[config.mk]
export PLATFORM = sky130hd
export DESIGN_NAME = serial_deser
export DESIGN_NICKNAME = d
export VERILOG_FILES = /design/src/rtl/serial_deser_pkg.sv /design/src/rtl/deser_shifter.sv /design/src/rtl/serial_deser.sv
export SDC_FILE = /design/constraint.sdc
export NUM_CORES = 1
export LEC_CHECK = 0
export CAP_MARGIN = 25
export CORE_MARGIN = 2
export CORE_UTILIZATION = 25
export DETAILED_ROUTE_END_ITERATION = 8
export GPL_ROUTABILITY_DRIVEN = 0
export MAX_ROUTING_LAYER = met4
export SLEW_MARGIN = 20
export SYNTH_ARGS = -nofsm -noshare
export SYNTH_HDL_FRONTEND = slang
export SYNTH_SLANG_ARGS = --single-unit
[constraint.sdc]
create_clock -name clk -period 4.85 [get_ports clk]
set_input_delay 1.455 -clock clk [delete_from_list [all_inputs] [get_ports clk]]
set_output_delay 1.455 -clock clk [all_outputs]
set_load 0.02 [all_outputs]
[src/rtl/serial_deser_pkg.sv]
// serial_deser_pkg: shared types, defaults and helpers for the serial deserializer
package serial_deser_pkg;
  typedef enum logic {S_DATA, S_PAR} deser_state_e;
  localparam int DESER_WIDTH_DEF = 8;
  function automatic int cnt_width(int w);
    return $clog2(w + 1);
  endfunction
endpackage

[src/rtl/deser_shifter.sv]
// deser_shifter: WIDTH-bit serial-in shift register, MSB- or LSB-first, with optional look-ahead output
module deser_shifter #(
  parameter int WIDTH     = 8,
  parameter bit MSB_FIRST = 1'b1,
  parameter bit LOOKAHEAD = 1'b1
) (
  input  logic             clk,
  input  logic             rst,
  input  logic             shift_en,
  input  logic             clr,
  input  logic             d,
  output logic [WIDTH-1:0] word
);
  logic [WIDTH-1:0] q, nxt;
  assign nxt  = MSB_FIRST ? {q[WIDTH-2:0], d} : {d, q[WIDTH-1:1]};
  assign word = LOOKAHEAD ? nxt : q;
  // shift register: clear has priority over shift, idle edges hold the partial word
  always_ff @(posedge clk or negedge rst)
    if (!rst) q <= '0;
    else if (clr) q <= '0;
    else if (shift_en) q <= nxt;
endmodule

[src/rtl/serial_deser.sv]
// serial_deser: serial-to-parallel word assembler with valid/ready output; SERIAL_DESER_PARITY_EN adds an even-parity bit per frame
module serial_deser
  import serial_deser_pkg::*;
#(
  parameter int WIDTH     = DESER_WIDTH_DEF,
  parameter bit MSB_FIRST = 1'b1
) (
  input  logic             clk,
  input  logic             rst,
  input  logic             d,
  input  logic             en,
  input  logic             sync_clr,
  output logic [WIDTH-1:0] data_out,
  output logic             out_valid,
  input  logic             out_ready,
  output logic             overflow,
  output logic             parity_err
);
  localparam int CW = cnt_width(WIDTH);
`ifdef SERIAL_DESER_PARITY_EN
  localparam bit LOOKAHEAD = 1'b0;
`else
  localparam bit LOOKAHEAD = 1'b1;
`endif
  deser_state_e state, state_next;
  logic [CW-1:0] bit_cnt;
  logic [WIDTH-1:0] word;
  logic take, shift_en, last_data, done, word_perr, load, xfer;
  deser_shifter #(.WIDTH(WIDTH), .MSB_FIRST(MSB_FIRST), .LOOKAHEAD(LOOKAHEAD)) u_shifter (
    .clk, .rst, .shift_en, .clr(sync_clr), .d, .word
  );
  // FSM state register
  always_ff @(posedge clk or negedge rst)
    if (!rst) state <= S_DATA;
    else state <= state_next;
  // next state: the parity state follows the last data bit and only exists in the parity build
  always_comb begin
`ifdef SERIAL_DESER_PARITY_EN
    state_next = sync_clr ? S_DATA : last_data ? S_PAR : done ? S_DATA : state;
`else
    state_next = S_DATA;
`endif
  end
  // per-edge decodes: data shift, frame completion and parity of the completed frame
  always_comb begin
    take      = en && !sync_clr;
    shift_en  = take && state == S_DATA;
    last_data = shift_en && bit_cnt == CW'(WIDTH - 1);
`ifdef SERIAL_DESER_PARITY_EN
    done      = take && state == S_PAR;
    word_perr = ^{word, d};
`else
    done      = last_data;
    word_perr = 1'b0;
`endif
    xfer      = out_valid && out_ready;
    load      = done && (!out_valid || out_ready);
  end
  // bit counter wraps at the last data bit so back-to-back words stay aligned
  always_ff @(posedge clk or negedge rst)
    if (!rst) bit_cnt <= '0;
    else if (sync_clr) bit_cnt <= '0;
    else if (shift_en) bit_cnt <= last_data ? '0 : bit_cnt + 1'b1;
  // output holding register: new word loads when the slot is free or being drained this edge
  always_ff @(posedge clk or negedge rst)
    if (!rst) begin
      data_out   <= '0;
      out_valid  <= 1'b0;
      parity_err <= 1'b0;
      overflow   <= 1'b0;
    end else begin
      data_out   <= load ? word : data_out;
      parity_err <= load ? word_perr : parity_err;
      out_valid  <= load ? 1'b1 : xfer ? 1'b0 : out_valid;
      overflow   <= sync_clr ? 1'b0 : (done && !load) ? 1'b1 : overflow;
    end
endmodule

==> results_dict.tcl <==
set metrics [dict create \
    worst_slew_pin_slew_ps 578 \
    row_count 21 \
    hpwl_mm 1.09 \
    grt_usage_pct 8.95 \
    synthTopCellsByCount "dfrtp_1 (21), nor2_1 (9), mux2_2 (8), mux2i_1 (8)" \
    slowest_delay_ps 570 \
    die_h_um 63.3 \
    period_needed_ps 3030 \
    synth-seq-area-share_pct 59.8 \
    cts_resized 0 \
    max-vdd-ir-drop_v 0.000220 \
    synth_top_area_cell "dfrtp_1" \
    synth_area_per_cell_um2 12.7 \
    crit_slowest_cell "nor4b_4" \
    port_buffers 15 \
    grt_setup_unrepaired "no" \
    clkLatencyLatePin_ps 310 \
    powerDensity_nw_per_um2 255 \
    placed_area_um2 1080 \
    fill_cells 370 \
    setup_viol 0 \
    grt_pass1_vias 577 \
    ant_nets 0 \
    via_per_inst 4.25 \
    cts_hold_buf 0 \
    antenna_found_initial 0 \
    grt_pass1_wl_mm 2.81 \
    status "completed" \
    clk_pin_slew_worst_paths_ps 120 \
    grt_overflow_total 0 \
    ys_ff_latch 21 \
    drtPass1Iterations 3 \
    die-area_um2 4000 \
    fin_crit_sh_pct 62.5 \
    cts_tree "built" \
    crit_arrival_ps 3240 \
    multi_input_area_um2 329 \
    placeableCoreArea_um2 3360 \
    cp_max_fo 12 \
    post-cts-setup-buffers 0 \
    synth_top_area_share_pct 59.8 \
    timing.slew.headroom_pct 61.4 \
    post-place-cells 128 \
    path_delay_family "simple AND/OR/NAND/NOR gates" \
    slew_viol_final 0 \
    cp.required_ps 5060 \
    end_kind "flip-flop" \
    yosys_warnings 0 \
    yosysMostFrequentCell "dfrtp_1" \
    drtIter0Drc 21 \
    crit_path_start_kind "primary input" \
    routed_wl_mm 1.53 \
    seq_area_um2 526 \
    max_freq_ghz 0.330 \
    num-nets-final 95 \
    finish.instance_area_um2 1120 \
    worst-path-buf-inv 2 \
    grt_max_degree 22 \
    hold_viol 0 \
    min-delay-path-class "reg -> reg" \
    synth.distinct_cells 20 \
    via_count 565 \
    setup_tns_ps 0 \
    postSynth.asyncResetShare_pct 100 \
    syn_nets 76 \
    yosys-top-cells-area "dfrtp_1 (60%), mux2_2 (10%), mux2i_1 (9.1%)" \
    avgRoutedWirePerCell_um 11.5 \
    syn_to_final_growth_pct 27.1 \
    start_util_pct 26.1 \
    die_x_um 63.3 \
    skew_ps 3.77 \
    fin_cells 133 \
    maxCapViolCount 0 \
    path_cells "clkdlybuf4s50_1 -> buf_4 -> nand2_1 -> nor4b_4 -> mux2_2" \
    clockRootBuffer "clkbuf_4" \
    antenna_cells 0 \
    synth_edf_count 0 \
    p_leak_nw 0.524 \
    totalPowerFinal_w 0.000285 \
    ios 17 \
    setup.worst_path.class "in -> reg" \
    synthFlopType "dfrtp_1" \
    route.detailed.drc 0 \
    syn-cell-area_um2 878 \
    synthCells 69 \
    htree_levels 1 \
    drive_gt1_share_pct 17.2 \
    clock_sinks 21 \
    fin_hold_ws_ps 517 \
    clockBufferDepth 2 \
    cts_inserted_buffers 3 \
]
-- sequential cells by signal, indices dropped and copies added (netlist names) --
signal and cells:
overflow 1, bit_cnt 4, u_shifter.q 7, data_out 8
out_valid 1
-- stage by stage --
step	utilization, %	worst slack [ps]
floorplan	-	2330
global placement	32.0	1500
detailed placement	32.0	1460
CTS	32.8	1780
global route	33.2	1700
finish	33.2	1820
-- report_power, final --
group | internal (W) | leakage [nW] | switching [W]
clock | 0.0000308 | 0.0177 | 0.0000549
sequential | 0.000177 | 0.291 | 0.00000204
combinational | 0.00000883 | 0.215 | 0.0000108
total | 0.000217 | 0.524 | 0.0000678
-- layout make-up --
type                            instances  share of cell area [%]
Clock inverter                          1                   0.448
Clock buffer                            3                    2.02
Sequential cell                        21                    47.1
Timing Repair Buffer                   17                    15.1
Tap cell                               46                    5.16
Inverter                                2                   0.673
Multi-Input combinational cell         43                    29.5
-- kinds of logic (layout without fill, tap and decap cells) --
family / after synthesis / count (layout) / share of synthesized area, %
multiplexers: 16 / 16 / 19.4
flip-flops: 21 / 21 / 59.8
AO/OA/AOI/OAI: 4 / 4 / 2.42
other: 1 / 1 / 0.427
XOR/XNOR: 1 / 1 / 0.997
adder cells (fa/ha/maj): 1 / 1 / 1.42
buffers and inverters: 5 / 23 / 2.71
AND/OR/NAND/NOR: 20 / 20 / 12.8
-- layout by cell type, fill, tap and decap left out --
master,count
conb_1,1
nand2_1,3
o22ai_1,1
mux2_2,8
a21oi_1,2
clkdlybuf4s50_1,15
nor4b_4,1
mux2i_1,8
inv_1,2
dfrtp_1,21
clkinv_2,1
nand4_1,1
xor2_1,1
nand2b_1,3
nor2_1,9
clkbuf_4,3
ha_1,1
buf_4,1
o21ai_0,1
nor2b_1,1
or3_1,2
buf_6,1
-- path summary, 6_finish.rpt --
check	startpoint	end	slack [ps]	cells after the start
min in group asynchronous	rst	data_out[5]$_DFFE_PN0P_	1500	1
hold reg to reg	data_out[0]$_DFFE_PN0P_	data_out[0]$_DFFE_PN0P_	520	1
setup / recovery	en	data_out[5]$_DFFE_PN0P_	1820	5
hold / removal	data_out[0]$_DFFE_PN0P_	data_out[0]$_DFFE_PN0P_	520	1
max in group asynchronous	rst	bit_cnt[3]$_DFFE_PN0P_	2870	2
setup reg to reg	bit_cnt[0]$_DFFE_PN0P_	data_out[5]$_DFFE_PN0P_	3010	4
-- layer usage --
metal / vias to the layer above / share of wire [%] / GRT usage [%]
met5: - / 0 / -
met4: 0 / 0 / 0
met3: 0 / 4.6 / 3.57
met2: 14 / 44 / 12.6
met1: 281 / 51 / 13.0
li1: 270 / - / -
No activity file was read; power rests on OpenSTA's default activity.
